--- config.mk ---
export PLATFORM = sky130hd
export DESIGN_NAME = branch_resolve_unit
export DESIGN_NICKNAME = d
export VERILOG_FILES = /design/src/rtl/branch_resolve_unit.sv
export SDC_FILE = /design/constraint.sdc
export NUM_CORES = 1
export LEC_CHECK = 0
export ABC_AREA = 0
export CORE_ASPECT_RATIO = 1.75
export CORE_MARGIN = 2
export CORE_UTILIZATION = 45
export DETAILED_ROUTE_END_ITERATION = 12
export PLACE_DENSITY = 0.79
export SYNTH_ARGS = -nofsm -noshare
export SYNTH_HDL_FRONTEND = slang
export SYNTH_SLANG_ARGS = --single-unit
--- constraint.sdc ---
create_clock -name clk -period 3.2 [get_ports clk]
set_input_delay 0.64 -clock clk [delete_from_list [all_inputs] [get_ports clk]]
set_output_delay 0.64 -clock clk [all_outputs]
set_load 0.1 [all_outputs]
--- src/rtl/branch_resolve_unit.sv ---
// Branch resolve unit: compares operands, resolves taken/mispredict/redirect and buffers results in a 2-entry FIFO.
// Optional BRANCH_STATS_EN adds wrapping branch and mispredict counters.
module branch_resolve_unit #(
  parameter int WIDTH = 64,
  parameter int PCW   = 64
) (
  input  logic             clk,
  input  logic             resetn,
  input  logic             in_valid,
  output logic             in_ready,
  input  logic [WIDTH-1:0] rs1,
  input  logic [WIDTH-1:0] rs2,
  input  logic [2:0]       funct3,
  input  logic             is_jump,
  input  logic             pred_taken,
  input  logic [PCW-1:0]   pc,
  input  logic [PCW-1:0]   target,
  output logic             out_valid,
  input  logic             out_ready,
  output logic             taken,
  output logic             mispredict,
  output logic             illegal,
  output logic [PCW-1:0]   redirect_pc,
  input  logic             flush
`ifdef BRANCH_STATS_EN
  ,
  output logic [31:0]      br_cnt,
  output logic [31:0]      mis_cnt
`endif
);

  typedef enum logic [1:0] {EMPTY = 2'd0, ONE = 2'd1, FULL = 2'd2} state_e;

  typedef struct packed {
    logic           taken;
    logic           mis;
    logic           ill;
    logic [PCW-1:0] rpc;
  } entry_t;

  function automatic entry_t resolve(input logic [WIDTH-1:0] a, input logic [WIDTH-1:0] b,
                                     input logic [2:0] f3, input logic jmp, input logic pred,
                                     input logic [PCW-1:0] pc_i, input logic [PCW-1:0] tgt);
    entry_t e;
    logic   tk;
    logic   ill;
    tk  = 1'b0;
    ill = 1'b0;
    if (jmp) begin
      tk = 1'b1;
    end else begin
      case (f3)
        3'b000:  tk = (a == b);
        3'b001:  tk = (a != b);
        3'b100:  tk = ($signed(a) <  $signed(b));
        3'b101:  tk = ($signed(a) >= $signed(b));
        3'b110:  tk = (a <  b);
        3'b111:  tk = (a >= b);
        default: ill = 1'b1;
      endcase
    end
    e.taken = tk;
    e.mis   = tk ^ pred;
    e.ill   = ill;
    e.rpc   = tk ? tgt : (pc_i + PCW'(3'd4));
    return e;
  endfunction

  state_e state_q, state_d;
  entry_t head_q, head_d;
  entry_t tail_q, tail_d;
  logic   out_valid_q, out_valid_d;
  logic   in_ready_q, in_ready_d;
  logic   push_s, pop_s;
  entry_t res_s;

  assign push_s = in_valid & in_ready_q;
  assign pop_s  = out_valid_q & out_ready;
  assign res_s  = resolve(rs1, rs2, funct3, is_jump, pred_taken, pc, target);

  // Next-state for the FIFO; an empty head is kept all-zero so outputs read 0 when invalid.
  always_comb begin
    state_d = state_q;
    head_d  = head_q;
    tail_d  = tail_q;
    if (flush) begin
      state_d = EMPTY;
      head_d  = '0;
      tail_d  = '0;
    end else begin
      case (state_q)
        EMPTY: begin
          if (push_s) begin
            state_d = ONE;
            head_d  = res_s;
          end else begin
            state_d = EMPTY;
          end
        end
        ONE: begin
          if (push_s && pop_s) begin
            head_d = res_s;
          end else if (push_s) begin
            state_d = FULL;
            tail_d  = res_s;
          end else if (pop_s) begin
            state_d = EMPTY;
            head_d  = '0;
          end else begin
            state_d = ONE;
          end
        end
        FULL: begin
          if (pop_s) begin
            state_d = ONE;
            head_d  = tail_q;
            tail_d  = '0;
          end else begin
            state_d = FULL;
          end
        end
        default: begin
          state_d = EMPTY;
          head_d  = '0;
          tail_d  = '0;
        end
      endcase
    end
    out_valid_d = (state_d != EMPTY);
    in_ready_d  = (state_d != FULL);
  end

  // FIFO state and registered handshake outputs.
  always_ff @(posedge clk or negedge resetn) begin
    if (!resetn) begin
      state_q     <= EMPTY;
      head_q      <= '0;
      tail_q      <= '0;
      out_valid_q <= 1'b0;
      in_ready_q  <= 1'b1;
    end else begin
      state_q     <= state_d;
      head_q      <= head_d;
      tail_q      <= tail_d;
      out_valid_q <= out_valid_d;
      in_ready_q  <= in_ready_d;
    end
  end

  assign in_ready    = in_ready_q;
  assign out_valid   = out_valid_q;
  assign taken       = head_q.taken;
  assign mispredict  = head_q.mis;
  assign illegal     = head_q.ill;
  assign redirect_pc = head_q.rpc;

`ifdef BRANCH_STATS_EN
  logic [31:0] br_cnt_q, br_cnt_d;
  logic [31:0] mis_cnt_q, mis_cnt_d;

  // Counters advance on output handshakes only; a flush cycle freezes them.
  always_comb begin
    br_cnt_d  = br_cnt_q;
    mis_cnt_d = mis_cnt_q;
    if (pop_s && !flush) begin
      br_cnt_d = br_cnt_q + 32'd1;
      if (head_q.mis) begin
        mis_cnt_d = mis_cnt_q + 32'd1;
      end else begin
        mis_cnt_d = mis_cnt_q;
      end
    end else begin
      br_cnt_d  = br_cnt_q;
      mis_cnt_d = mis_cnt_q;
    end
  end

  // Statistics registers.
  always_ff @(posedge clk or negedge resetn) begin
    if (!resetn) begin
      br_cnt_q  <= 32'd0;
      mis_cnt_q <= 32'd0;
    end else begin
      br_cnt_q  <= br_cnt_d;
      mis_cnt_q <= mis_cnt_d;
    end
  end

  assign br_cnt  = br_cnt_q;
  assign mis_cnt = mis_cnt_q;
`endif

endmodule

; After elaboration in Yosys (flattened, before gate mapping)
; Cells that the tools add are included.
[totals]
regBits = 138
latchBits = 0
ram_bits = 0
romBits = 0
inputBits = 266
word_cells = 65
mem_count = 0
[classes]
add_sub_neg = 1
multipliers = 0
div_mod_pow = 0
n_lt_le_gt_ge = 4
n_eq_ne = 17
n_shift = 0
n_mux = 22
bitwise = 3
n_reduce_logical = 7
[op_table]
columns = operator, count
row1 = 67-bit 2-to-1 mux, 8
row2 = 67-bit case mux with 3 select lines, 2
row3 = 64-bit >= comparator, 2
row4 = 64-bit less-than comparator, 2
row5 = 64-bit by 3-bit adder with 64-bit output (second input constant), 1
row6 = 64-bit == test, 1
row7 = 64-bit 2-to-1 mux, 1
row8 = 64-bit inequality test, 1
row9 = 3-bit == test (second input constant), 4
row10 = 3-bit inequality test (second input constant), 4
row11 = 2-bit 2-to-1 mux, 4
row12 = 4-bit inequality test (second input constant), 2
row13 = 4-bit AND reduction, 2
row14 = 1-bit case mux with 6 select lines, 1
row15 = 2-bit case mux with 3 select lines, 1
row16 = 6-bit OR reduction, 1
row17 = 1-bit 2-to-1 mux, 5
row18 = 2-bit inequality test (second input constant), 2
row19 = 3-bit by 1-bit == test with 1-bit output (second input constant), 1
row20 = 3-bit logical NOT, 1
row21 = 1-bit AND, 2
row22 = 2-bit by 1-bit == test with 1-bit output (second input constant), 1
row23 = 2-bit == test (second input constant), 1
row24 = 2-bit logical NOT, 1
row25 = 3 further kinds, 3

; Depth between registers and ports, before layout
[logic_depth]
ltp_word = 8
ltp_mapped = 14

; Worst setup path after synthesis
; Ideal clock, no wire load.
[synth_timing]
path_kind = input -> register
start = input port rs2[21]
end = register head_q, in the netlist redirect_pc[2]
t_arrival_ps = 3406
slack_ps = -280
stages = 13
path_buffers = 2
path_cell_list = inv_1 > ha_1 > a21o_1 > nand3_1 > a211oi_1 > or4_1 > a21o_1 > or3_4 > a211o_1 > buf_6 > buf_6 > or4_1 > nand3_1
[synth_between]
elab_chain_cells = 7
[synth_rtl]
columns = element, line
row1 = from (decl), 12  ; input logic [WIDTH-1:0] rs2,
row2 = "64-bit >= comparator, or another cell as far along", 58  ; 3'b111: tk = (a >= b);
row3 = 1-bit case mux with 6 select lines (*), 52  ; case (f3)
row4 = 1-bit 2-to-1 mux (*), 49  ; if (jmp) begin
row5 = 64-bit 2-to-1 mux (*), 65  ; e.rpc = tk ? tgt : (pc_i + PCW'(3'd4));
row6 = "67-bit 2-to-1 mux, on equally long branches", "101, 93"
row7 = 67-bit case mux with 3 select lines (*), 91  ; case (state_q)
row8 = 67-bit 2-to-1 mux (*), 86  ; if (flush) begin
row9 = to (signal assigned), 137  ; head_q <= '0;
row10 = to (signal assigned), 143  ; head_q <= head_d;
row11 = to (decl), 70  ; entry_t head_q, head_d;
; Mark *: on every way between the ends. The rest lies on a longest branch, timed or not. The select of a mux whose other input is x is not followed.
; A chain may end at the register's enable or synchronous reset.

; Worst setup path after layout
[layout_timing]
start = input port rs1[29]
end = register tail_q[26] in the netlist's numbering
[layout_between]
elab_chain_cells = 8
[layout_rtl]
columns = element, line
row1 = from (decl), 11  ; input logic [WIDTH-1:0] rs1,
row2 = "64-bit >= comparator, or another cell as far along", 58
row3 = 1-bit case mux with 6 select lines (*), 52
row4 = 1-bit 2-to-1 mux (*), 49
row5 = 64-bit 2-to-1 mux (*), 65
row6 = 67-bit 2-to-1 mux (*), 103  ; end else if (push_s) begin
row7 = 67-bit 2-to-1 mux (*), 101  ; if (push_s && pop_s) begin
row8 = 67-bit case mux with 3 select lines (*), 91
row9 = 67-bit 2-to-1 mux (*), 86
row10 = to (signal assigned), 144  ; tail_q <= tail_d;
row11 = to (decl), 71  ; entry_t tail_q, tail_d;
; Marks and branches as above.

==> reports/qor.txt <==
DRC - 0
Crit start category - primary input
DRT Pass-1 Iters - 6
P_leak - 7.76 nW
Slack of the critical path - -442 ps
Vias in the first global route - 11,199
CTS Sinks - 138
GRT Residual Overflow - 0
Met3 WL - 4170 µm
Seq/Total Area, Yosys - 0.373
Min cycle time layout - 3640 ps
Clock root cell - clkbuf_16
Die Width - 112 µm
Top sig layer - met4
Synthesized flop and latch total - 138
Leading area contributor after synthesis - dfrtp_1
Final hold slack - 210 ps
VDD IR max - 0.468 mV
Final Hold Vio Count - 0
Failing checks - negative setup slack
Cell Pwr Density - 432 nW/µm²
Commonest non-fill, non-tap cell in the layout - buf_4
Hold Path Class - in2async
Cell variety after synth - 48
Syn-to-layout area delta - 85.1%
Sw Share - 0.399
Cell breakdown of the critical path - dlymetal6s2s_1 -> ha_4 -> nand4_1 -> buf_4 -> nor4_4 -> nand4_1 -> buf_4 -> o31ai_4 -> buf_4 -> nand3b_1 -> o2bb2ai_4 -> and3_4 -> buf_6 -> buf_6 -> and3_4 -> o31ai_1
Clock network power share - 0.292
Post-synth EDFFs - 0
Routability Congestion - 0.915
Global-route wire length before repair - 56,800 µm
TritonCTS buffer count - 17
Combinational Power Share - 0.429
Largest net degree at the start of global routing - 65
Initial core utilization - 0.456
Total GRT Usage - 0.330
Sequential power share - 0.279
Int Pwr - 4.44 mW
Required @ worst endpoint - 3510 ps
Setup crit end kind - flop
CP bufs+invs - 6
Synthesized cell area - 9250 µm²
Met1 Routed Length - 14,500 µm
CP delay by family, top - simple AND/OR/NAND/NOR gates
Max H-tree Level - 4
Net Count, Synth - 1,393
Sw Pwr - 2.95 mW
Synth warnings - 0
TritonCTS clock tree - done
Status - complete, but fails checks
Synth area leaders - dfrtp_1, o31ai_1, ha_1
Post-synth top area share - 0.370
Clk buf depth - 2
Antenna Nets Post-Route - 0
Slew HR - 0.540
Nets - 1,841
Die Ht - 194 µm
Skew-Pair Late Insertion Delay - 430 ps
Crit-path max cell delay - 320 ps
1st-iter DRT viols - 1,208
Commonest cells after routing, fill and taps aside - buf_4, clkdlybuf4s50_1, dfrtp_1
DP Wirelength - 26,100 µm
IO Port Bufs - 334
I/O pins - 335
Die area - 21,800 µm²
Critical path peak fanout - 4
Vias - 11,707
Fillers - 999
Core box area - 20,300 µm²
Crit Path Category - in2reg
FMAX - 0.275 GHz
Final Max Slew Viols - 0
Gate Count Post-Synth - 1,062
Clock Skew - 9.77 ps
Slew @ Worst Pin - 690 ps
Fin Setup TNS - -39,450 ps
Wire length on met2 - 23,300 µm
Final period util - 1.14
Vias/cell - 6.60
Worst path slowest cell - o31ai_1
Syn Area/Cell - 8.71 µm²
Final setup fails - 132
Hold-fix buffers at CTS - 0
# rows - 69
Fraction of layout cells with a size suffix above 1 - 0.389
RSZ-0062 raised after global routing - true
Crit path DAT - 3950 ps
Asr flop ratio synth - 1.00
Synth Flop Type - dfrtp_1
Most frequent CP cell - buf_4
WL final - 46,400 µm
Max cap viols - 0
Drt wl/cell - 26.1 µm
Worst-path clk slew - 60 ps
Initial antenna violation count - 2
[power groups by stage]
stage                     Sequential, mW  Combinational (mW)  Clock [mW]
after global placement              2.07                2.46           0
after CTS                           2.04                2.67        2.14
after detailed placement            2.07                2.49           0
after global routing                2.07                3.28        2.23
after floorplan                     2.86               0.678           0
final                               2.06                3.17        2.16
[worst reg2reg max path, delay by kind of cell, from the launching register on]
family / cells / cell delay, ps
flops: 1 / 570
compound gates: 1 / 420
simple gates: 2 / 860
buf+inv: 1 / 360
[cell usage after synthesis (all sizes together) (2+ instances only)]
master and number:
nor2b 4, and4 7, nand3b 7, nor3 61
o21ai 10, xnor2 44, or4 5, nor4 10
ha 65, nand2 101, nand4 42, inv 74
and2 6, a22oi 65, a21boi 2, nand2b 3
and3 17, a211oi 4, o2111ai 2, a2111oi 3
clkbuf 59, o211ai 8, dfrtp 137, o31ai 121
a21o 9, buf 12, a211o 3, nor2 18
xor2 18, nand3 43, a21oi 89
[per-layer routing]
| metal | track usage | up-vias |
|---|---|---|
| met5 | 0 | - |
| met4 | 0.229 | 0 |
| met3 | 0.0669 | 297 |
| met2 | 0.600 | 926 |
| met1 | 0.330 | 5608 |
| li1 | - | 4876 |
[worst paths after layout]
kind / start / to / slack, ps / cells after the start
worst max-delay path: rs1[29] / tail_q[26] / -440 / 16
worst min-delay path: resetn / redirect_pc[56] / 210 / 1
worst max register to register: in_ready / tail_q[26] / 870 / 4
worst min register to register: tail_q[33] / tail_q[33] / 480 / 2
max in group asynchronous: resetn / tail_q[64] / 2180 / 2
min in group clk: tail_q[33] / tail_q[33] / 480 / 2
[cells by family (layout without fill, tap and decap cells)]
family | Yosys count | count (layout) | share of synthesized area
fa+ha+maj | 65 | 65 | 0.0879
xor+xnor | 62 | 62 | 0.0587
flops | 138 | 138 | 0.373
simple gates | 327 | 328 | 0.179
compound gates | 325 | 325 | 0.239
buf+inv | 145 | 605 | 0.0617
other cells | 0 | 3 | 0
[flip-flops by register name (all words and copies together) (netlist names)]
signal and cells:
redirect_pc 64, tail_q 67, illegal 1, state_q 2
out_valid 1, mispredict 1, in_ready 1, taken 1
[per-stage QoR]
step	cell area, µm²	power (mW)	instances	util	setup WS [ps]
final	17100	7.39	1774	0.844	-442
after CTS	15000	6.85	1715	0.741	-372
after global routing	17100	7.58	1773	0.844	-561
after detailed placement	13500	4.56	1675	0.668	-964
after global placement	13500	4.52	1675	0.668	-915
after floorplan	9390	3.54	1062	-	-214
[timing repair]
item | CTS | global route
pin swaps | 28 | 107
setup buffers | 5 | 38
endpoints found under the setup margin | 132 | 132
resized for setup | 157 | 412
gates cloned | 3 | 21
[area by class of cell]
cell class | count | area [µm²] | area share
multi-input cells | 780 | 7270 | 0.425
inverters | 74 | 298 | 0.0174
diodes | 3 | 7.51 | 0.000438
repair buffers | 499 | 5150 | 0.301
clock buffers | 21 | 470 | 0.0275
well taps | 248 | 310 | 0.0181
flip-flops and latches | 138 | 3450 | 0.202
clock inverters | 11 | 168 | 0.00979
Power figures use the tool's default switching activity.
